File: config.mk
export PLATFORM = sky130hd
export DESIGN_NAME = home_inventory_sample_framer
export DESIGN_NICKNAME = d
export VERILOG_FILES = /design/src/rtl/home_inventory_pkg.sv /design/src/rtl/home_inventory_ts_counter.sv /design/src/rtl/home_inventory_sample_framer.sv
export SDC_FILE = /design/constraint.sdc
export NUM_CORES = 1
export LEC_CHECK = 0
export CAP_MARGIN = 20
export CORE_AREA = 2 2 220 265
export CTS_CLUSTER_SIZE = 28
export DETAILED_ROUTE_END_ITERATION = 12
export DIE_AREA = 0 0 222 267
export PLACE_DENSITY = 0.72
export RECOVER_POWER = 100
export SYNTH_ARGS = -nofsm -noshare
export SYNTH_HDL_FRONTEND = slang
export SYNTH_HIERARCHICAL = 1
export SYNTH_SLANG_ARGS = --single-unit
File: constraint.sdc
create_clock -name clk -period 7.6 [get_ports clk]
set_input_delay 1.52 -clock clk [delete_from_list [all_inputs] [get_ports clk]]
set_output_delay 1.52 -clock clk [all_outputs]
set_load 0.01 [all_outputs]
File: src/rtl/home_inventory_pkg.sv
// Shared definitions for the home-inventory sampling path: channel count,
// framer state encoding and the saturating counter helper.
package home_inventory_pkg;

  localparam int NCH = 8;

  typedef enum logic [1:0] {
    ST_DISABLED = 2'd0,
    ST_SYNC     = 2'd1,
    ST_COLLECT  = 2'd2
  } framer_state_e;

  // Increment that sticks at all-ones instead of wrapping.
  function automatic logic [31:0] sat_inc32(input logic [31:0] v);
    return (v == 32'hFFFF_FFFF) ? v : v + 32'd1;
  endfunction

endpackage

File: src/rtl/home_inventory_ts_counter.sv
// Free-running 32-bit timestamp with a TS_DIV prescaler. The counter skips 0
// on wrap so that downstream logic can keep using 0 as "no timestamp yet".
module home_inventory_ts_counter #(
  parameter int          TS_DIV  = 1,
  parameter logic [31:0] TS_INIT = 32'd1
) (
  input  logic        clk,
  input  logic        rst_n,
  output logic [31:0] ts_o
);

  localparam int PW = (TS_DIV > 1) ? $clog2(TS_DIV) : 1;

  logic [PW-1:0] pre_q, pre_d;
  logic [31:0]   ts_q, ts_d;
  logic          tick;

  // Prescaler and zero-skipping next timestamp.
  always_comb begin
    tick  = (pre_q == PW'(TS_DIV - 1));
    pre_d = tick ? '0 : pre_q + PW'(1);
    ts_d  = ts_q;
    if (tick) begin
      ts_d = (ts_q == 32'hFFFF_FFFF) ? 32'd1 : ts_q + 32'd1;
    end
  end

  // Register prescaler and counter.
  always_ff @(posedge clk or negedge rst_n) begin
    if (!rst_n) begin
      pre_q <= '0;
      ts_q  <= TS_INIT;
    end else begin
      pre_q <= pre_d;
      ts_q  <= ts_d;
    end
  end

  assign ts_o = ts_q;

endmodule

File: src/rtl/home_inventory_sample_framer.sv
// Assembles 8-channel frames from the ADC capture word stream, stamps each
// frame with the timestamp seen when its ch0 word was accepted, and presents
// the frame with a one-cycle sample_valid pulse.
// Input handshake: a word transfers on a cycle where in_valid && in_ready;
// in_ready depends only on the FSM state, and there is no output backpressure.
module home_inventory_sample_framer
  import home_inventory_pkg::*;
#(
  parameter int          DW      = 32,
  parameter int          TS_DIV  = 1,
  // Timestamp value after reset; must be non-zero (1 in normal use).
  parameter logic [31:0] TS_INIT = 32'd1
) (
  input  logic          clk,
  input  logic          rst_n,
  input  logic          frame_en,
  input  logic          in_valid,
  output logic          in_ready,
  input  logic [2:0]    in_ch,
  input  logic [DW-1:0] in_data,
  output logic          sample_valid,
  output logic [31:0]   ts_now,
  output logic [DW-1:0] sample_ch0,
  output logic [DW-1:0] sample_ch1,
  output logic [DW-1:0] sample_ch2,
  output logic [DW-1:0] sample_ch3,
  output logic [DW-1:0] sample_ch4,
  output logic [DW-1:0] sample_ch5,
  output logic [DW-1:0] sample_ch6,
  output logic [DW-1:0] sample_ch7,
  output logic [31:0]   ts_counter,
  output logic [31:0]   frame_count,
  output logic [31:0]   drop_count,
  output logic [1:0]    framer_state
);

  framer_state_e state_q;
  logic [2:0]    exp_q;
  logic [31:0]   ts_pend_q;
  logic [DW-1:0] buf_q [NCH];
  logic [DW-1:0] out_q [NCH];
  logic          sv_q;
  logic [31:0]   ts_now_q;
  logic [31:0]   fc_q;
  logic [31:0]   dc_q;
  logic [31:0]   ts_cnt;
  logic          accept;
  logic          last_word;

  home_inventory_ts_counter #(
    .TS_DIV  (TS_DIV),
    .TS_INIT (TS_INIT)
  ) u_ts (
    .clk   (clk),
    .rst_n (rst_n),
    .ts_o  (ts_cnt)
  );

  assign in_ready  = (state_q != ST_DISABLED);
  assign accept    = in_valid && in_ready;
  assign last_word = (exp_q == 3'(NCH - 1));

  // Framer FSM, assembly buffer and output registers. Completion loads the
  // outputs on the same edge that accepts ch7, so the assembly buffer is free
  // for the next frame's ch0 one cycle later.
  always_ff @(posedge clk or negedge rst_n) begin
    if (!rst_n) begin
      state_q   <= ST_DISABLED;
      exp_q     <= '0;
      ts_pend_q <= '0;
      sv_q      <= 1'b0;
      ts_now_q  <= '0;
      fc_q      <= '0;
      dc_q      <= '0;
      for (int k = 0; k < NCH; k++) begin
        buf_q[k] <= '0;
        out_q[k] <= '0;
      end
    end else begin
      sv_q <= 1'b0;
      if (!frame_en) begin
        // Abandon any partial frame; a word accepted now is discarded with it.
        if (state_q == ST_COLLECT) dc_q <= sat_inc32(dc_q);
        state_q <= ST_DISABLED;
      end else begin
        unique case (state_q)
          ST_DISABLED: state_q <= ST_SYNC;
          ST_SYNC: begin
            if (accept && in_ch == 3'd0) begin
              buf_q[0]  <= in_data;
              ts_pend_q <= ts_cnt;
              exp_q     <= 3'd1;
              state_q   <= ST_COLLECT;
            end
          end
          ST_COLLECT: begin
            if (accept) begin
              if (in_ch == exp_q) begin
                buf_q[exp_q] <= in_data;
                exp_q        <= exp_q + 3'd1;
                if (last_word) begin
                  for (int k = 0; k < NCH - 1; k++) out_q[k] <= buf_q[k];
                  out_q[NCH-1] <= in_data;
                  ts_now_q     <= ts_pend_q;
                  sv_q         <= 1'b1;
                  fc_q         <= sat_inc32(fc_q);
                  state_q      <= ST_SYNC;
                end
              end else begin
                dc_q <= sat_inc32(dc_q);
                if (in_ch == 3'd0) begin
                  buf_q[0]  <= in_data;
                  ts_pend_q <= ts_cnt;
                  exp_q     <= 3'd1;
                end else begin
                  state_q <= ST_SYNC;
                end
              end
            end
          end
          default: state_q <= ST_DISABLED;
        endcase
      end
    end
  end

  assign sample_valid = sv_q;
  assign ts_now       = ts_now_q;
  assign sample_ch0   = out_q[0];
  assign sample_ch1   = out_q[1];
  assign sample_ch2   = out_q[2];
  assign sample_ch3   = out_q[3];
  assign sample_ch4   = out_q[4];
  assign sample_ch5   = out_q[5];
  assign sample_ch6   = out_q[6];
  assign sample_ch7   = out_q[7];
  assign ts_counter   = ts_cnt;
  assign frame_count  = fc_q;
  assign drop_count   = dc_q;
  assign framer_state = state_q;

endmodule

==> flow_summary.ini, run 1 <==
[status]
run_status = finished, violations left
violations = capacitance limit, slew limit

[timing]
slew-limit-headroom_pct = -117
final_max_slew_viol_count = 388
tightestPinTransition_ns = 3.26
report.final.hold_viol_count = 0
clock-skew-final_ns = 0.0159
period_share_pct = 74.4
fin_crit_ns = 5.65
totalNegativeSetupSlack_ns = 0
max_freq_mhz = 177
report.final.setup_viol = 0
unrepaired_setup_endpoints_after_global_routing = no

[route]
antenna_violating_nets_left = 0
route.detailed.drc = 0
detail_route.wl_per_cell_um = 21.6
num_vias = 15200
viasPerCell = 5.30
totalWireLength_um = 61900
detail_route.iter0.violations = 757
drt-pass1-iter-count = 5

[worst_setup_path]
crit_chain = dlygate4sd3_1, xor2_1, or3_1, nor3_1, and3_2, clkbuf_1, mux2_2
timing.critical_path.required_ns = 8.06
path_delay_family = buffers and inverters
path_buf_inv = 2
worst-setup-path-type = in2reg
worst_setup_path_end_kind = flop
cp_slowest_cell = sky130_fd_sc_hd__clkbuf_1
critPathMaxStageDelay_ns = 1.82
worst-path-max-fanout = 31
cp-start-kind = primary input
critical_path_arrival_ns = 6.11

[synthesis]
synth_edf_count = 0
ys.flop_type = sky130_fd_sc_hd__dfrtp_1
count_of_yosys_warnings_during_synthesis = 6
average_size_of_a_mapped_cell_um2 = 15.4
ys_top_cells_by_area = sky130_fd_sc_hd__dfrtp_1, sky130_fd_sc_hd__mux2_2, sky130_fd_sc_hd__xnor2_1
synth_seq_area_share_pct = 63.9
synth_common_cells = sky130_fd_sc_hd__dfrtp_1, sky130_fd_sc_hd__mux2_2, sky130_fd_sc_hd__xnor2_1, sky130_fd_sc_hd__nand4_1, sky130_fd_sc_hd__buf_2
syn_nets = 1686
post-synth-top-area-cell = sky130_fd_sc_hd__dfrtp_1
synth.cell_area_mm2 = 0.0253
leading_cell_type_by_number_of_instances_after_synthesis = sky130_fd_sc_hd__dfrtp_1
synth_largest_type_area_fraction_pct = 63.7
post_synth_inst_count = 1642
synth_seq_cells = 646
netlist-cell-type-count = 59
synth-async-reset-ratio_pct = 100

[placed_design]
detailedPlacementHpwl_um = 40700
gpl.final_weighted_congestion = 0.878
place.port_buffers = 426
place.detailed.instances = 2744

[floorplan]
fp-row-count = 96
core_box_area_mm2 = 0.0568
io-pin-count = 427
initial_util_pct = 44.6
dieArea_mm2 = 0.0593
dieHeight_um = 267
die_w_um = 222

[clocking]
hold_buffers = 0
h-tree-depth = 3
cts_tree = yes
tritoncts.num_buffers = 67
clock_latency_late_sink_ns = 0.59
cts_repair_resize_count = 0
cts_root_buffer = sky130_fd_sc_hd__clkbuf_16
tritoncts_num_sinks = 646
postCtsSetupBuffers = 0
cts_max_path_buffers = 3
clk_pin_slew_ns = 0.06

[layout]
post-route-util_pct = 57.1
final_layout_size_suffix_gt1_share_pct = 32.4
regMostFlops = buf_q
layout.area.seq_mm2 = 0.0162
syn2layout_area_growth_pct = 28.2
total_area_of_multi_input_combinational_cells_mm2 = 0.00868
design.final.nets = 2124
n_fill_cell = 4554
finish.cell_count_without_fillers = 2867
largest_reg_flops = 224

[global_routing]
grt_start_max_net_pins = 194
global_route_usage_sum_pct = 21.1
via_count_of_the_first_global_routing_pass = 16200
globalRoute.totalOverflow = 0
grt_first_pass_wirelength_um = 96800
grt_antenna_before_repair = 0

[power_and_ir_drop]
cellLeakagePower_nw = 16.8
peak_vdd_ir_mv = 0.163
power.density_mw_per_mm2 = 216

[worst_hold_path]
timing.hold.worst.class = reg2reg

[job]
number_of_max_cap_violations = 9
[per-stage QoR]
step	setup slack, ns	hold WS, ns	area, um2	total power, mW
5_1_grt	1.66	0.508	32400	7.26
3_3_place_gp	2.87	0.462	30300	3.76
6_report	1.95	0.482	32500	7.00
3_5_place_dp	2.78	0.475	30300	3.77
2_1_floorplan	4.16	0.452	25300	3.62
4_1_cts	3.42	0.488	32600	7.10
[cells by family (layout without fill, tap and decap cells)]
family	Yosys count	count (layout)	share of synthesized area (%)
fa+ha+maj	5	5	0.247
xor+xnor	90	90	3.11
buf+inv	75	564	1.60
other cells	0	1	0
mux	548	548	24.4
simple gates	257	257	6.16
compound gates	21	21	0.662
flops	646	646	63.9
[metal layers]
metal	part of all wire (%)	vias to the layer above	GRT usage, %
li1	-	6763	-
met1	40	7888	25.7
met2	50	429	35.4
met3	6.2	120	5.59
met4	3.8	0	9.08
met5	0	-	0
[worst paths after layout]
kind | slack (ns) | startpoint | end | depth (start not counted)
worst max-delay path | 1.95 | in_ch[1] | buf_q[134] | 7
worst min-delay path | 0.48 | frame_count[21] | frame_count[21] | 1
worst max register to register | 2.94 | exp_q[1] | buf_q[134] | 6
worst min register to register | 0.48 | frame_count[21] | frame_count[21] | 1
max in group asynchronous | 3.29 | rst_n | sample_ch3[26] | 2
min in group asynchronous | 1.94 | rst_n | ts_now[17] | 1
[layout make-up]
cell class | instances | area share, %
Clock inverter | 23 | 0.713
Sequential cell | 646 | 49.8
Antenna cell | 1 | 0.00771
Tap cell | 735 | 2.83
Inverter | 2 | 0.0231
Timing Repair Buffer | 442 | 13.6
Clock buffer | 97 | 6.23
Multi-Input combinational cell | 921 | 26.7
[report_power, final]
group | internal (mW) | total [mW] | switching, mW
clock network | 1.96 | 3.30 | 1.34
registers | 3.49 | 3.51 | 0.0287
logic | 0.0667 | 0.186 | 0.119
[layout by cell type (no fill, tap or decap), types with 3 or more instances in the layout]
master,netlist,routed
sky130_fd_sc_hd__a21oi_1,3,3
sky130_fd_sc_hd__and2_1,8,8
sky130_fd_sc_hd__and3_1,37,36
sky130_fd_sc_hd__and3_2,5,6
sky130_fd_sc_hd__and4_1,9,9
sky130_fd_sc_hd__buf_12,1,4
sky130_fd_sc_hd__bufinv_16,0,3
sky130_fd_sc_hd__clkbuf_1,13,17
sky130_fd_sc_hd__clkbuf_16,0,69
sky130_fd_sc_hd__clkbuf_8,0,19
sky130_fd_sc_hd__clkdlybuf4s50_1,0,36
sky130_fd_sc_hd__clkinv_2,0,12
sky130_fd_sc_hd__clkinvlp_4,0,3
sky130_fd_sc_hd__dfrtp_1,645,645
sky130_fd_sc_hd__dlygate4sd3_1,0,389
sky130_fd_sc_hd__ha_1,5,5
sky130_fd_sc_hd__inv_6,0,3
sky130_fd_sc_hd__mux2_1,5,6
sky130_fd_sc_hd__mux2_2,542,541
sky130_fd_sc_hd__nand2_1,31,31
sky130_fd_sc_hd__nand3_1,34,33
sky130_fd_sc_hd__nand4_1,55,56
sky130_fd_sc_hd__nor2_1,19,22
sky130_fd_sc_hd__nor2_2,12,10
sky130_fd_sc_hd__nor2b_1,3,3
sky130_fd_sc_hd__nor3_1,9,11
sky130_fd_sc_hd__nor4_1,5,7
sky130_fd_sc_hd__o211ai_1,4,4
sky130_fd_sc_hd__or4_1,2,3
sky130_fd_sc_hd__xnor2_1,65,65
sky130_fd_sc_hd__xor2_1,25,25
(Power assumes the default switching activity.)
==> run 2: changes to the inputs <==
clock period = 5.5 ns   (was 7.6 ns; I/O delays follow)
==> run 2 against run 1 <==
  * The run still ends with capacitance limit, slew limit left
  * Clock power rose by 40%
  * Count of clock-buffer cells in the layout down 8
  * First-iteration DRC count up 12%
  * Sequential power increased by 38%
  * Global-route usage barely moved
  * Core utilization up 0.11 points
  * Sequential cell count stayed put
  * Critical path type unchanged
  * Critical endpoint is now buf_q[243]
  * Register-to-register slack worse by 1.4 ns
==> flow_summary.ini, run 2 (synthesis gave the netlist of run 1 again) <==
[clocking]
tritoncts.num_buffers = 66
clock_latency_late_sink_ns = 0.60
hold_buffers = 0
h-tree-depth = 3
clk_pin_slew_ns = 0.06
cts_root_buffer = sky130_fd_sc_hd__clkbuf_16
tritoncts_num_sinks = 646
cts_repair_resize_count = 0
postCtsSetupBuffers = 0
cts_max_path_buffers = 3
cts_tree = yes

[layout]
mostFrequentLayoutCell = sky130_fd_sc_hd__dfrtp_1
most-common-layout-cells = sky130_fd_sc_hd__dfrtp_1, sky130_fd_sc_hd__mux2_2, sky130_fd_sc_hd__dlygate4sd3_1
layout.cell_area.non_filler_mm2 = 0.0325
largest_reg_flops = 224
regMostFlops = buf_q
n_fill_cell = 4583
layout.area.seq_mm2 = 0.0162
final_layout_size_suffix_gt1_share_pct = 32.8
syn2layout_area_growth_pct = 28.4
total_area_of_multi_input_combinational_cells_mm2 = 0.00870
design.final.nets = 2129
post-route-util_pct = 57.2
finish.cell_count_without_fillers = 2868

[worst_setup_path]
r2r-start = exp_q[0]
setup_slack_of_the_worst_register_to_register_path_ns = 1.58
timing.critical_path.required_ns = 5.95
critical_path_arrival_ns = 4.93
cp-start-kind = primary input
crit_path_start = in_ch[1]
worst-path-max-fanout = 33
worst_setup_path_end_kind = flop
worst-setup-path-type = in2reg

[job]
number_of_max_cap_violations = 5

[route]
num_vias = 15300
antenna_violating_nets_left = 0
totalWireLength_um = 62000
viasPerCell = 5.32
detail_route.iter0.violations = 850
drt-pass1-iter-count = 5
route.detailed.drc = 0
detail_route.wl_per_cell_um = 21.6

[power_and_ir_drop]
peak_vdd_ir_mv = 0.345
cellLeakagePower_nw = 16.8
power.density_mw_per_mm2 = 299

[timing]
slew-limit-headroom_pct = -90.2
whs_ns = 0.487
totalNegativeSetupSlack_ns = 0
max_freq_mhz = 223
period_share_pct = 81.5
report.final.hold_viol_count = 0
tightestPinTransition_ns = 2.85
report.final.setup_viol = 0
final_max_slew_viol_count = 249
fin_crit_ns = 4.48
unrepaired_setup_endpoints_after_global_routing = no
clock-skew-final_ns = 0.0234

[floorplan]
fp-row-count = 96
die_w_um = 222
dieHeight_um = 267
io-pin-count = 427
core_box_area_mm2 = 0.0568
initial_util_pct = 44.6
dieArea_mm2 = 0.0593

[global_routing]
via_count_of_the_first_global_routing_pass = 16200
global_route_usage_sum_pct = 21.1
grt_first_pass_wirelength_um = 96600
grt_antenna_before_repair = 1
grt_start_max_net_pins = 127
globalRoute.totalOverflow = 0

[placed_design]
detailedPlacementHpwl_um = 41400
gpl.final_weighted_congestion = 0.873
place.detailed.instances = 2751
place.port_buffers = 426
detailed_place.area_mm2 = 0.0304

[status]
run_status = finished, violations left
violations = capacitance limit, slew limit

[worst_hold_path]
hold_start = buf_q[39]
timing.hold.worst.class = reg2reg
==> run 2: cell count changes in the layout (fill, tap and decap cells not counted), moves of 3 or more <==
cell / previous run / this run
sky130_fd_sc_hd__clkbuf_8: 19 / 12
sky130_fd_sc_hd__clkbuf_2: 1 / 6
sky130_fd_sc_hd__bufinv_16: 3 / 7
sky130_fd_sc_hd__clkbuf_1: 17 / 14
sky130_fd_sc_hd__clkinv_2: 12 / 15
==> run 2: final cells by class <==
cell class                 instances  area share [%]
inverter                           2          0.0231
tap                              735            2.83
timing repair buffer             448            13.8
multi-input combinational        921            26.8
clock buffer                      89            5.91
sequential                       646            49.7
antenna                            1         0.00770
clock inverter                    26           0.981
==> run 2: worst paths after layout <==
check,end,depth (start not counted)
min,buf_q[39],1
max reg2reg,sample_ch1[30],7
max,buf_q[243],5
min reg2reg,buf_q[39],1
min in group asynchronous,ts_pend_q[28],1
max in group asynchronous,sample_ch0[13],2
==> run 2: layer usage <==
| layer | wire [um] | track usage, % | up-vias |
|---|---|---|---|
| met1 | 25300 | 26.2 | 7982 |
| met3 | 3580 | 5.18 | 129 |
| met4 | 2730 | 10.2 | 0 |
| li1 | - | - | 6748 |
| met5 | 0 | 0 | - |
| met2 | 30400 | 34.7 | 391 |
==> run 2: power by group <==
part           switching, mW  internal [mW]
sequential            0.0394           4.82
combinational          0.169         0.0942
clock                   1.83           2.78
==> run 2: through the flow <==
step	setup WS [ns]	total power, mW
2_1_floorplan	2.48	5.01
3_3_place_gp	1.34	5.21
3_5_place_dp	1.26	5.22
4_1_cts	1.87	9.88
5_1_grt	0.916	10.1
6_report	1.02	9.73
==> run 2: critical path, cell delays in order <==
cell	delay (ns)
sky130_fd_sc_hd__dlygate4sd3_1	0.58
sky130_fd_sc_hd__or3_1	0.47
sky130_fd_sc_hd__a211oi_4	0.28
sky130_fd_sc_hd__clkbuf_1	1.95
sky130_fd_sc_hd__mux2_2	0.48
